`src/rtl/flexka_sub_z1_z0_z2.sv`:
```
// Karatsuba middle-term correction: Z1 <- Z1 - Z0 - Z2, in place,
// as two limb-serial borrow-propagating passes over the buffer RAM.
module flexka_sub_z1_z0_z2 #(
    parameter int FSIZE  = 64,
    parameter int SSIZE  = 16,
    parameter int AW     = 10,
    parameter int RD_LAT = 2
) (
    input  logic             clk,
    input  logic             rstn,
    input  logic             sub_start,
    input  logic [SSIZE-1:0] z1_pos,
    input  logic [SSIZE-1:0] z0_pos,
    input  logic [SSIZE-1:0] z2_pos,
    input  logic [SSIZE-1:0] z1_size,
    input  logic [SSIZE-1:0] z0_size,
    input  logic [SSIZE-1:0] z2_size,
    output logic [AW-1:0]    raddr0,
    output logic [AW-1:0]    raddr1,
    output logic             rd_valid,
    input  logic [FSIZE-1:0] rdata0,
    input  logic [FSIZE-1:0] rdata1,
    output logic [AW-1:0]    waddr,
    output logic [FSIZE-1:0] wdata,
    output logic             wren,
    output logic             sub_done,
    output logic             sub_underflow,
    output logic             busy
);

    localparam int DW = $clog2(RD_LAT + 2);
    localparam int L  = RD_LAT - 1;

    typedef enum logic [2:0] {
        S_IDLE,
        S_PASS_A,
        S_DRAIN_A,
        S_PASS_B,
        S_DRAIN_B
    } state_t;

    state_t           r_state;
    state_t           w_state_nx;
    logic [SSIZE-1:0] r_idx;
    logic [SSIZE-1:0] w_idx_nx;
    logic [DW-1:0]    r_dcnt;
    logic [DW-1:0]    w_dcnt_nx;

    logic [SSIZE-1:0] r_z1_pos;
    logic [SSIZE-1:0] r_z0_pos;
    logic [SSIZE-1:0] r_z2_pos;
    logic [SSIZE-1:0] r_z1_size;
    logic [SSIZE-1:0] r_z0_size;
    logic [SSIZE-1:0] r_z2_size;

    logic             r_done;
    logic             r_uf;
    logic             r_uf_a;
    logic             r_borrow;

    logic             r_vld_d   [RD_LAT];
    logic             r_zero_d  [RD_LAT];
    logic             r_first_d [RD_LAT];
    logic [AW-1:0]    r_wa_d    [RD_LAT];

    logic             r_wren;
    logic [AW-1:0]    r_waddr;
    logic [FSIZE-1:0] r_wdata;

    logic             w_load;
    logic             w_rd;
    logic             w_set_done;
    logic             w_uf_val;
    logic             w_uf_cap;
    logic [SSIZE-1:0] w_sub_pos;
    logic [SSIZE-1:0] w_sub_size;
    logic [SSIZE-1:0] w_a0;
    logic [SSIZE-1:0] w_a1;
    logic             w_zero;
    logic             w_first;
    logic [FSIZE-1:0] w_sub;
    logic             w_bin;
    logic [FSIZE:0]   w_diff;
    logic             w_unused_hi;

    assign w_load     = (r_state == S_IDLE) && sub_start;
    assign w_sub_pos  = (r_state == S_PASS_B) ? r_z2_pos : r_z0_pos;
    assign w_sub_size = (r_state == S_PASS_B) ? r_z2_size : r_z0_size;
    assign w_a0       = r_z1_pos + r_idx;
    assign w_a1       = w_sub_pos + r_idx;
    assign w_zero     = (r_idx >= w_sub_size);
    assign w_first    = (r_idx == '0);
    assign w_unused_hi = ^{w_a0[SSIZE-1:AW], w_a1[SSIZE-1:AW]};

    assign rd_valid      = w_rd;
    assign raddr0        = w_rd ? w_a0[AW-1:0] : '0;
    assign raddr1        = w_rd ? w_a1[AW-1:0] : '0;
    assign wren          = r_wren;
    assign waddr         = r_waddr;
    assign wdata         = r_wdata;
    assign sub_done      = r_done;
    assign sub_underflow = r_uf;
    assign busy          = (r_state != S_IDLE);

    // State, limb index and drain counter registers
    always_ff @(posedge clk or negedge rstn) begin
        if (!rstn) begin
            r_state <= S_IDLE;
            r_idx   <= '0;
            r_dcnt  <= '0;
        end else begin
            r_state <= w_state_nx;
            r_idx   <= w_idx_nx;
            r_dcnt  <= w_dcnt_nx;
        end
    end

    // Pass sequencing: issue one limb per cycle, then drain RD_LAT+1 cycles
    always_comb begin
        w_state_nx = r_state;
        w_idx_nx   = r_idx;
        w_dcnt_nx  = r_dcnt;
        w_rd       = 1'b0;
        w_set_done = 1'b0;
        w_uf_val   = 1'b0;
        w_uf_cap   = 1'b0;
        unique case (r_state)
            S_IDLE: begin
                if (sub_start) begin
                    w_state_nx = S_PASS_A;
                    w_idx_nx   = '0;
                end
            end
            S_PASS_A, S_PASS_B: begin
                if (r_z1_size == '0) begin
                    w_state_nx = S_IDLE;
                    w_set_done = 1'b1;
                end else begin
                    w_rd = 1'b1;
                    if (r_idx == r_z1_size - SSIZE'(1)) begin
                        w_state_nx = (r_state == S_PASS_A) ? S_DRAIN_A : S_DRAIN_B;
                        w_idx_nx   = '0;
                        w_dcnt_nx  = '0;
                    end else begin
                        w_idx_nx = r_idx + SSIZE'(1);
                    end
                end
            end
            S_DRAIN_A, S_DRAIN_B: begin
                if (r_dcnt == DW'(RD_LAT)) begin
                    if (r_state == S_DRAIN_A) begin
                        w_state_nx = S_PASS_B;
                        w_uf_cap   = 1'b1;
                    end else begin
                        w_state_nx = S_IDLE;
                        w_set_done = 1'b1;
                        w_uf_val   = r_uf_a | r_borrow;
                    end
                end else begin
                    w_dcnt_nx = r_dcnt + DW'(1);
                end
            end
            default: w_state_nx = S_IDLE;
        endcase
    end

    // Operand descriptors are captured only when a start is accepted
    always_ff @(posedge clk or negedge rstn) begin
        if (!rstn) begin
            r_z1_pos  <= '0;
            r_z0_pos  <= '0;
            r_z2_pos  <= '0;
            r_z1_size <= '0;
            r_z0_size <= '0;
            r_z2_size <= '0;
        end else if (w_load) begin
            r_z1_pos  <= z1_pos;
            r_z0_pos  <= z0_pos;
            r_z2_pos  <= z2_pos;
            r_z1_size <= z1_size;
            r_z0_size <= z0_size;
            r_z2_size <= z2_size;
        end
    end

    // Completion and underflow flags seen by the controller
    always_ff @(posedge clk or negedge rstn) begin
        if (!rstn) begin
            r_done <= 1'b0;
            r_uf   <= 1'b0;
            r_uf_a <= 1'b0;
        end else begin
            if (w_load) begin
                r_done <= 1'b0;
                r_uf   <= 1'b0;
            end else if (w_set_done) begin
                r_done <= 1'b1;
                r_uf   <= w_uf_val;
            end
            if (w_uf_cap) begin
                r_uf_a <= r_borrow;
            end
        end
    end

    // Control bits travel alongside the RAM read latency
    always_ff @(posedge clk or negedge rstn) begin
        if (!rstn) begin
            for (int k = 0; k < RD_LAT; k++) begin
                r_vld_d[k]   <= 1'b0;
                r_zero_d[k]  <= 1'b0;
                r_first_d[k] <= 1'b0;
                r_wa_d[k]    <= '0;
            end
        end else begin
            for (int k = RD_LAT - 1; k > 0; k--) begin
                r_vld_d[k]   <= r_vld_d[k-1];
                r_zero_d[k]  <= r_zero_d[k-1];
                r_first_d[k] <= r_first_d[k-1];
                r_wa_d[k]    <= r_wa_d[k-1];
            end
            r_vld_d[0]   <= w_rd;
            r_zero_d[0]  <= w_zero;
            r_first_d[0] <= w_first;
            r_wa_d[0]    <= w_a0[AW-1:0];
        end
    end

    assign w_sub  = r_zero_d[L] ? '0 : rdata1;
    assign w_bin  = r_first_d[L] ? 1'b0 : r_borrow;
    assign w_diff = {1'b0, rdata0} - {1'b0, w_sub} - {{FSIZE{1'b0}}, w_bin};

    // Register the limb difference and its borrow-out for the write port
    always_ff @(posedge clk or negedge rstn) begin
        if (!rstn) begin
            r_wren   <= 1'b0;
            r_waddr  <= '0;
            r_wdata  <= '0;
            r_borrow <= 1'b0;
        end else begin
            r_wren <= r_vld_d[L];
            if (r_vld_d[L]) begin
                r_waddr  <= r_wa_d[L];
                r_wdata  <= w_diff[FSIZE-1:0];
                r_borrow <= w_diff[FSIZE];
            end
        end
    end

endmodule

```
`config.mk`:
```
export PLATFORM = sky130hd
export DESIGN_NAME = flexka_sub_z1_z0_z2
export DESIGN_NICKNAME = d
export VERILOG_FILES = /design/src/rtl/flexka_sub_z1_z0_z2.sv
export SDC_FILE = /design/constraint.sdc
export NUM_CORES = 1
export LEC_CHECK = 0
export ABC_AREA = 1
export BUFFER_PORTS_ARGS = -buffer_cell sky130_fd_sc_hd__buf_2
export CAP_MARGIN = 20
export CORE_MARGIN = 3
export CORE_UTILIZATION = 55
export CTS_CLUSTER_SIZE = 8
export DETAILED_ROUTE_END_ITERATION = 10
export PLACE_DENSITY = 0.79
export SKIP_CTS_REPAIR_TIMING = 1
export SKIP_LAST_GASP = 1
export SLEW_MARGIN = 20
export SYNTH_ARGS = -nofsm -noshare
export SYNTH_HDL_FRONTEND = slang
export SYNTH_SLANG_ARGS = --single-unit
```
`constraint.sdc`:
```
create_clock -name clk -period 4 [get_ports clk]
set_input_delay 0.6 -clock clk [delete_from_list [all_inputs] [get_ports clk]]
set_output_delay 0.6 -clock clk [all_outputs]
set_load 0.01 [all_outputs]
```
* Yosys cells after proc, flatten, opt, wreduce, memory -nomap -nowiden
Cells that the tools add are included.
Widths: inputs -> output; s select.
** Storage, ports and cells
- Flip-flop bits (word level) :: 204
- Latch bits :: 0
- RAM bits :: 0
- Bits in read-only memories :: 0
- Bits of input ports :: 227
- Output and inout bits :: 99
- Logic and storage cells :: 95
- Memories kept :: 0
** Cells by class
- Add/subtract/negate cells :: 7
- $mul :: 0
- Div/mod/pow operators :: 0
- Order comparisons :: 1
- Equality and inequality tests :: 12
- Shifts and indexed selects :: 0
- Muxes and demuxes :: 37
- Bitwise gates (word level) :: 1
- Reduce and logical (&&, ||, !) cells :: 13
** Operators by type and width (count)
- $sub 64x64->65 :: 1
- $sub 65x1->65 :: 1
- $mux 16 :: 4
- $mux 64 :: 1
- $logic_not 16->1 :: 2
- $pmux 16 s2 :: 1
- $mux 10 :: 3
- $add 10x10->10 :: 2
- $add 16x1->16 const B :: 1
- $eq 16x16->1 :: 1
- $ge 16x16->1 :: 1
- $mux 1 :: 16
- $sub 16x1->16 const B :: 1
- $mux 3 :: 5
- $ne 2x2->1 const B :: 5
- $pmux 3 s3 :: 1
- $mux 2 :: 4
- $eq 3x2->1 const B :: 2
- $reduce_and 3->1 :: 2
- $reduce_bool 2->1 :: 3
- $pmux 2 s2 :: 1
- $reduce_and 4->1 :: 1
- $reduce_or 2->1 :: 2
- $eq 3x1->1 const B :: 1
- other kinds (9) :: 9

* Depth between registers and ports, before layout
Gate-level depths: netlist of the first run.
- Word-level depth :: 6
- Mapped depth :: 24
- Depth with buffers taken out :: 23

* Least setup slack after synthesis of the first run
No wires, ideal clock.
- Kind :: flip-flop to output port
- Start point :: register r_state[0]
- End point :: output port raddr1[8]
- Arrival :: 2.709 ns
- Data required time :: 3.400 ns
- Path slack :: 0.691 ns
- Stages on the path, launching flop included :: 19
- Path buffers :: 1
- Path through :: dfrtp_1 > inv_1 > nor2_1 > nand2_1 > buf_2 > mux2_2 > ha_1 > inv_1 > fa_1 > inv_1 > nand3_1 > nand2_1 > nand2_1 > nand2_1 > a21oi_1 > nor2_1 > o21ai_0 > a21oi_1 > nor2_1
** On the way
- Word-level cells in the longest chain between the ends :: 4
- Elaborated cells on any way between the ends :: 7
- Classes of those cells :: 1 x add/sub; 2 x eq/ne; 3 x mux; 1 x reduce/logical
** Ends and longest elaborated chain
- start: declaration :: line 42 : state_t r_state;
- start signal: assignment :: line 112 : r_state <= w_state_nx;
- $eq 3x2->1 / $eq 3x1->1 (equally long branches) :: line 87, 127
- $mux 10 / $reduce_or 2->1 (equally long branches) :: line 87, 127
- $add 10x10->10 / $mux 1 (equally long branches) :: line 90, 127
- $mux 10 (*) :: line 97 : assign raddr1 = w_rd ? w_a1[AW-1:0] : '0;
- end: declaration :: line 19 : output logic [AW-1:0] raddr1,
Mark *: on every way between the ends. The rest lies on a longest branch, timed or not.

* Final worst setup path of the first run
- Start point :: register r_state[2]
- End point :: output port raddr1[8]
The elaborated chain is that of the path after synthesis.

==> out/results.ini, run 1 <==
[critical_path]
path_cells = nor2_4 > nand2_4 > mux2_2 > ha_1 > inv_1 > fa_1 > inv_1 > nand3_1 > nand2_1 > nand2_1 > nand2_1 > a21oi_2 > nor2_1 > o21ai_1 > nand3_1 > nand2_1 > nor2_1 > buf_2
worstPathMaxFanout = 7
timing.rr.start = r_zero_d[0]$_DFF_PN0_
crit_type = reg -> out
max_stage_delay_ns = 0.44
cp_common_cell = nand2_1
cp-startpoint = r_state[2]$_DFFE_PN0P_
arrival_ns = 3.21
crit_path_top_delay_cell = dfrtp_1
end_kind = output port
crit_required_ns = 3.40
setup.worst_path.start_class = register

[grt]
overflow = 0
grt_pass1_vias = 16800
groute.usage.overall_pct = 30.8
antenna_found_initial = 2
grt_pass1_wl_um = 83300
grt_max_degree = 79

[synth]
synthArstFlopShare_pct = 100
ys_warn_count = 0
avgSynthCellArea_um2 = 6.76
synth_edf_count = 0
synth_top_cell_by_area = dfrtp_1
yosysSeqAreaShare_pct = 29.9
ys_types = 49
synth-seq-cells = 204
ys.flop_type = dfrtp_1
syn-num-nets = 2918
synthTopCellsByArea = dfrtp_1, nand2_1, ha_1
syn-cell-area_um2 = 17100
synthCells = 2522
yosys.area.top_type_share_pct = 29.9

[cts]
cts.path.max_buffers = 3
clkTransAtPathRegs_ns = 0.06
clockRootBuffer = clkbuf_16
clk_latency_ns = 0.56
htreeDepth = 1
clock-sinks = 204
cts_tree = yes
cts_buffers = 30

[final_layout]
layout_commonest_cell = nand2_1
stdcell_area_um2 = 19900
fin_util_pct = 66.1
nets = 3229
diodes = 0
fillers = 2775
area_growth_pct = 16.8
drive_gt1_share_pct = 16.1
layout_common_cells = nand2_1, inv_1, buf_2

[timing]
min_period_over_period_pct = 95.3
finalHoldViolations = 0
setup_viol = 0
skew_ns = 0.0208
fin_ws_ns = 0.186
worstMarginPinSlew_ns = 0.676
period_needed_ns = 3.81
slew_violations = 0
fmax_mhz = 262
max-slew-margin-rel_pct = 54.9

[power_and_ir_drop]
power_density_nw_per_um2 = 274
ir_drop_uv = 341
p_leak_nw = 11.5

[placed_design]
gp_congestion = 0.964
placed_area_um2 = 19000
hpwl_um = 41800
io_buffers = 307
pre_cts_ws_ns = 0.277

[floorplan]
core_area_um2 = 30100
fp-row-count = 63
die_w_um = 182
initial_core_util_pct = 56.6
num_io_pins = 326
die_y_um = 182
design.die.area_um2 = 33200

[detailed_routing]
routed_wl_um = 52000
drt_first_pass_iters = 7
drtIter0Drc = 935
postRouteAntennaNets = 0
vias = 16800
avgViaCountPerCell = 5.21
drt-wirelength-per-cell_um = 16.1
drc = 0

[hold_path]
min_path_type = in -> async

[job]
maxCapViolations = 0

[outcome]
outcome = finished, final reports clean

-- layout make-up --
cell class	instances	area [um2]	area share, %
clock inverters	2	46.3	0.232
clock buffers	37	807	4.05
flip-flops and latches	204	5110	25.7
repair buffers	318	1660	8.32
multi-input cells	1732	9750	49.0
inverters	547	2060	10.3
well taps	390	488	2.45
-- flip-flops by register name, indices dropped and copies added (netlist names), 3 cells and up --
register,count
r_z0_pos,10
waddr,10
wdata,64
r_wa_d,20
r_z1_pos,10
r_z2_pos,10
r_z0_size,16
r_z2_size,16
r_idx,16
r_state,3
r_z1_size,16
-- logic make-up (layout without fill, tap and decap cells) --
| logic type | after synthesis | in the layout | synth area share [%] |
|---|---|---|---|
| simple gates | 1163 | 1163 | 27.8 |
| compound gates | 254 | 254 | 7.89 |
| buf+inv | 586 | 904 | 13.1 |
| fa+ha+maj | 169 | 169 | 12.6 |
| flops | 204 | 204 | 29.9 |
| xor+xnor | 58 | 58 | 2.98 |
| mux | 88 | 88 | 5.69 |
-- cells in the mapped netlist, types with 11 or more instances --
library cell,n
ha_1,165
nand2_1,679
nand3b_1,12
nor3_1,15
mux2_2,72
buf_2,11
mux2i_1,16
nand3_1,133
o21bai_1,12
nand4_1,16
nor2_1,283
dfrtp_1,204
a21oi_1,126
clkbuf_1,17
o21ai_0,98
xor2_1,26
inv_1,544
xnor2_1,32
-- through the flow --
| stage | cells | setup TNS [ns] | hold slack (ns) | power [mW] |
|---|---|---|---|---|
| after floorplan | 2522 | 0 | 0.304 | 2.68 |
| after global placement | 3190 | 0 | 0.332 | 3.08 |
| after detailed placement | 3190 | 0 | 0.335 | 3.10 |
| after CTS | 3229 | -0.545 | 0.0395 | 5.49 |
| after global routing | 3230 | -0.00346 | 0.0496 | 5.71 |
| final | 3230 | 0 | 0.0354 | 5.45 |
-- power by group --
part / total [mW] / switching [mW] / internal, mW
clock network: 2.38 / 0.935 / 1.45
registers: 2.20 / 0.0565 / 2.14
logic: 0.875 / 0.547 / 0.328
total: 5.45 / 1.54 / 3.91
-- worst paths after layout --
| path | endpoint | slack, ns | depth (start not counted) |
|---|---|---|---|
| worst max-delay path | raddr1[8] | 0.19 | 18 |
| worst min-delay path | wdata[15]$_DFFE_PN0P_ | 0.04 | 1 |
| worst max register to register | wdata[63]$_DFFE_PN0P_ | 0.59 | 16 |
| worst min register to register | r_wa_d[7]$_DFF_PN0_ | 0.34 | 0 |
| max in group asynchronous | r_wa_d[8]$_DFF_PN0_ | 3.02 | 2 |
| min in group clk | r_z2_pos[3]$_DFFE_PN0P_ | 0.26 | 2 |
-- routing by layer --
metal / track usage, % / vias to the layer above / wire length, um
met2: 53.4 / 569 / 24400
met1: 38.7 / 7701 / 21600
met5: 0 / - / 21
met3: 4.54 / 136 / 3560
li1: - / 8410 / -
met4: 12.4 / 4 / 2410
-- worst max-delay path: cells and delay by family, from the launching register on --
kind	cells	cell delay, ns
compound gates	2	0.16
fa+ha+maj	2	0.55
buf+inv	3	0.31
flops	1	0.44
mux	1	0.24
simple gates	10	0.95
(Power assumes the default switching activity.)
==> inputs of run 2 (changes only) <==
ABC_AREA = default   (was 1)
PLACE_DENSITY = 0.8   (was 0.79)
==> out/results.ini, run 2 <==
[outcome]
outcome = finished, final reports clean

[critical_path]
arrival_ns = 3.40
end_kind = output port
max_stage_delay_ns = 0.38
cp_common_cell = a21oi_2
setup.worst_path.start_class = register
crit_required_ns = 3.40
crit_path_top_delay_cell = dfrtp_1
crit_type = reg -> out
path_delay_family = compound AO/OA/AOI/OAI gates
r2r_cells = 16
worstPathMaxFanout = 6
path_depth = 15
path_cells = nand3b_1 > buf_6 > mux2_4 > ha_1 > a21o_1 > a21oi_2 > o21bai_1 > a21oi_2 > o21bai_1 > a21oi_2 > o21bai_1 > a21oi_2 > xnor2_1 > nor2_1 > buf_2
crit_buf_inv = 2

[cts]
cts_buffers = 29
cts_tree = yes
clock-sinks = 204
htreeDepth = 1
clk_latency_ns = 0.56
clockRootBuffer = clkbuf_16
cts.path.max_buffers = 3
clkTransAtPathRegs_ns = 0.05

[grt]
antenna_found_initial = 1
grt_pass1_vias = 13500
groute.usage.overall_pct = 26.6
grt_pass1_wl_um = 66700
overflow = 0
grt_max_degree = 87

[floorplan]
num_io_pins = 326
die_w_um = 173
die_y_um = 173
fp-row-count = 60
core_area_um2 = 27200
design.die.area_um2 = 29900
initial_core_util_pct = 56.3

[power_and_ir_drop]
power_density_nw_per_um2 = 649
p_leak_nw = 9.85
ir_drop_uv = 523

[timing]
slew_violations = 0
max-slew-margin-rel_pct = 31.2
worstMarginPinSlew_ns = 1.03
period_needed_ns = 4.00
rsz0062_at_grt = true
skew_ns = 0.0174
setup_viol = 0
fin_ws_ns = 0.00498
fmax_mhz = 250
min_period_over_period_pct = 99.9
finalHoldViolations = 0
holdWs_ns = 0.0348

[detailed_routing]
drtIter0Drc = 989
drc = 0
drt-wirelength-per-cell_um = 16.4
postRouteAntennaNets = 0
routed_wl_um = 41400
vias = 13800
avgViaCountPerCell = 5.47
drt_first_pass_iters = 7

[placed_design]
gp_congestion = 0.967
pre_cts_ws_ns = -0.287
hpwl_um = 31800
placed_area_um2 = 17500
io_buffers = 307

[synth]
synth_edf_count = 0
synth_most_common_cell = nand2_1
ys.flop_type = dfrtp_1
yosys.area.top_type_share_pct = 33.3
syn-num-nets = 2206
ys_top_cells_by_count = nand2_1, inv_1, dfrtp_1
yosysSeqAreaShare_pct = 33.3
avgSynthCellArea_um2 = 8.46
synthCells = 1810
synth-seq-cells = 204
ys_warn_count = 0
synthArstFlopShare_pct = 100
ys_types = 75
syn-cell-area_um2 = 15300
synthTopCellsByArea = dfrtp_1, ha_1, nand2_1
synth_top_cell_by_area = dfrtp_1

[final_layout]
drive_gt1_share_pct = 24.5
fillers = 2271
diodes = 0
largest_register_ffs = 64
layout_commonest_cell = buf_2
fin_util_pct = 68.2
area_growth_pct = 21.0
stdcell_area_um2 = 18500
layout_common_cells = buf_2, nand2_1, inv_1
nets = 2542

[job]
maxCapViolations = 0

[hold_path]
min_path_type = in -> async

## run 2: layer usage
| layer | vias up | share of wire [%] | track usage (%) |
|---|---|---|---|
| met1 | 6509 | 42 | 33.8 |
| met2 | 482 | 49 | 47.4 |
| met5 | - | 0.031 | 0 |
| met4 | 2 | 2.8 | 7.80 |
| li1 | 6716 | - | - |
| met3 | 78 | 6.1 | 3.78 |
## run 2: final timing paths
kind	endpoint	slack [ns]	start
setup / recovery	raddr1[9]	0.005	r_state[2]$_DFFE_PN0P_
hold / removal	r_z2_size[7]$_DFFE_PN0P_	0.03	rstn
setup reg to reg	wdata[50]$_DFFE_PN0P_	0.11	r_zero_d[0]$_DFF_PN0_
hold reg to reg	r_wa_d[8]$_DFF_PN0_	0.34	r_wa_d[18]$_DFF_PN0_
max in group asynchronous	wdata[57]$_DFFE_PN0P_	2.87	rstn
min in group clk	r_z0_size[7]$_DFFE_PN0P_	0.24	z0_size[7]
## run 2: worst reg2reg max path, cell delays in order (launching register included)
cell       delay, ns
dfrtp_2         0.43
nor2b_2         0.13
fa_1            0.45
inv_1           0.08
ha_1            0.17
nor2_1          0.07
fa_1            0.40
a21bo_1         0.22
a21boi_2        0.22
a31oi_4         0.13
o21ai_2         0.17
a221oi_2        0.12
o2111ai_1       0.24
nand2_1         0.15
o41ai_2         0.41
xor2_1          0.11
mux2_2          0.27
## run 2: per-stage QoR
| stage | total power [mW] | cells | setup TNS, ns |
|---|---|---|---|
| after floorplan | 7.43 | 1810 | 0 |
| after global placement | 9.36 | 2476 | -1.51 |
| after detailed placement | 9.59 | 2476 | -3.00 |
| after CTS | 11.9 | 2511 | -1.09 |
| after global routing | 12.9 | 2522 | -0.265 |
| final | 12.0 | 2522 | 0 |
## run 2: power by group
group / switching, mW / internal [mW] / leakage [nW] / total [mW]
combinational: 3.39 / 2.79 / 6.97 / 6.18
sequential: 0.673 / 2.99 / 2.50 / 3.67
clock: 0.876 / 1.30 / 0.379 / 2.18
total: 4.94 / 7.08 / 9.85 / 12.0
## run 2: kinds of logic after synthesis
group / after synthesis / synth area share, %
XOR/XNOR: 108 / 6.18
buffers and inverters: 301 / 7.49
flip-flops: 204 / 33.3
adder cells (fa/ha/maj): 169 / 14.0
multiplexers: 85 / 6.11
AO/OA/AOI/OAI: 313 / 13.3
AND/OR/NAND/NOR: 630 / 19.6
## run 2: layout make-up
cell class | instances | area (um2) | share of cell area (%)
Multi-Input combinational cell | 1305 | 9210 | 49.7
Sequential cell | 204 | 5110 | 27.6
Timing Repair Buffer | 378 | 2110 | 11.4
Inverter | 228 | 856 | 4.62
Clock buffer | 34 | 754 | 4.07
Tap cell | 372 | 465 | 2.51
Clock inverter | 1 | 20.0 | 0.108
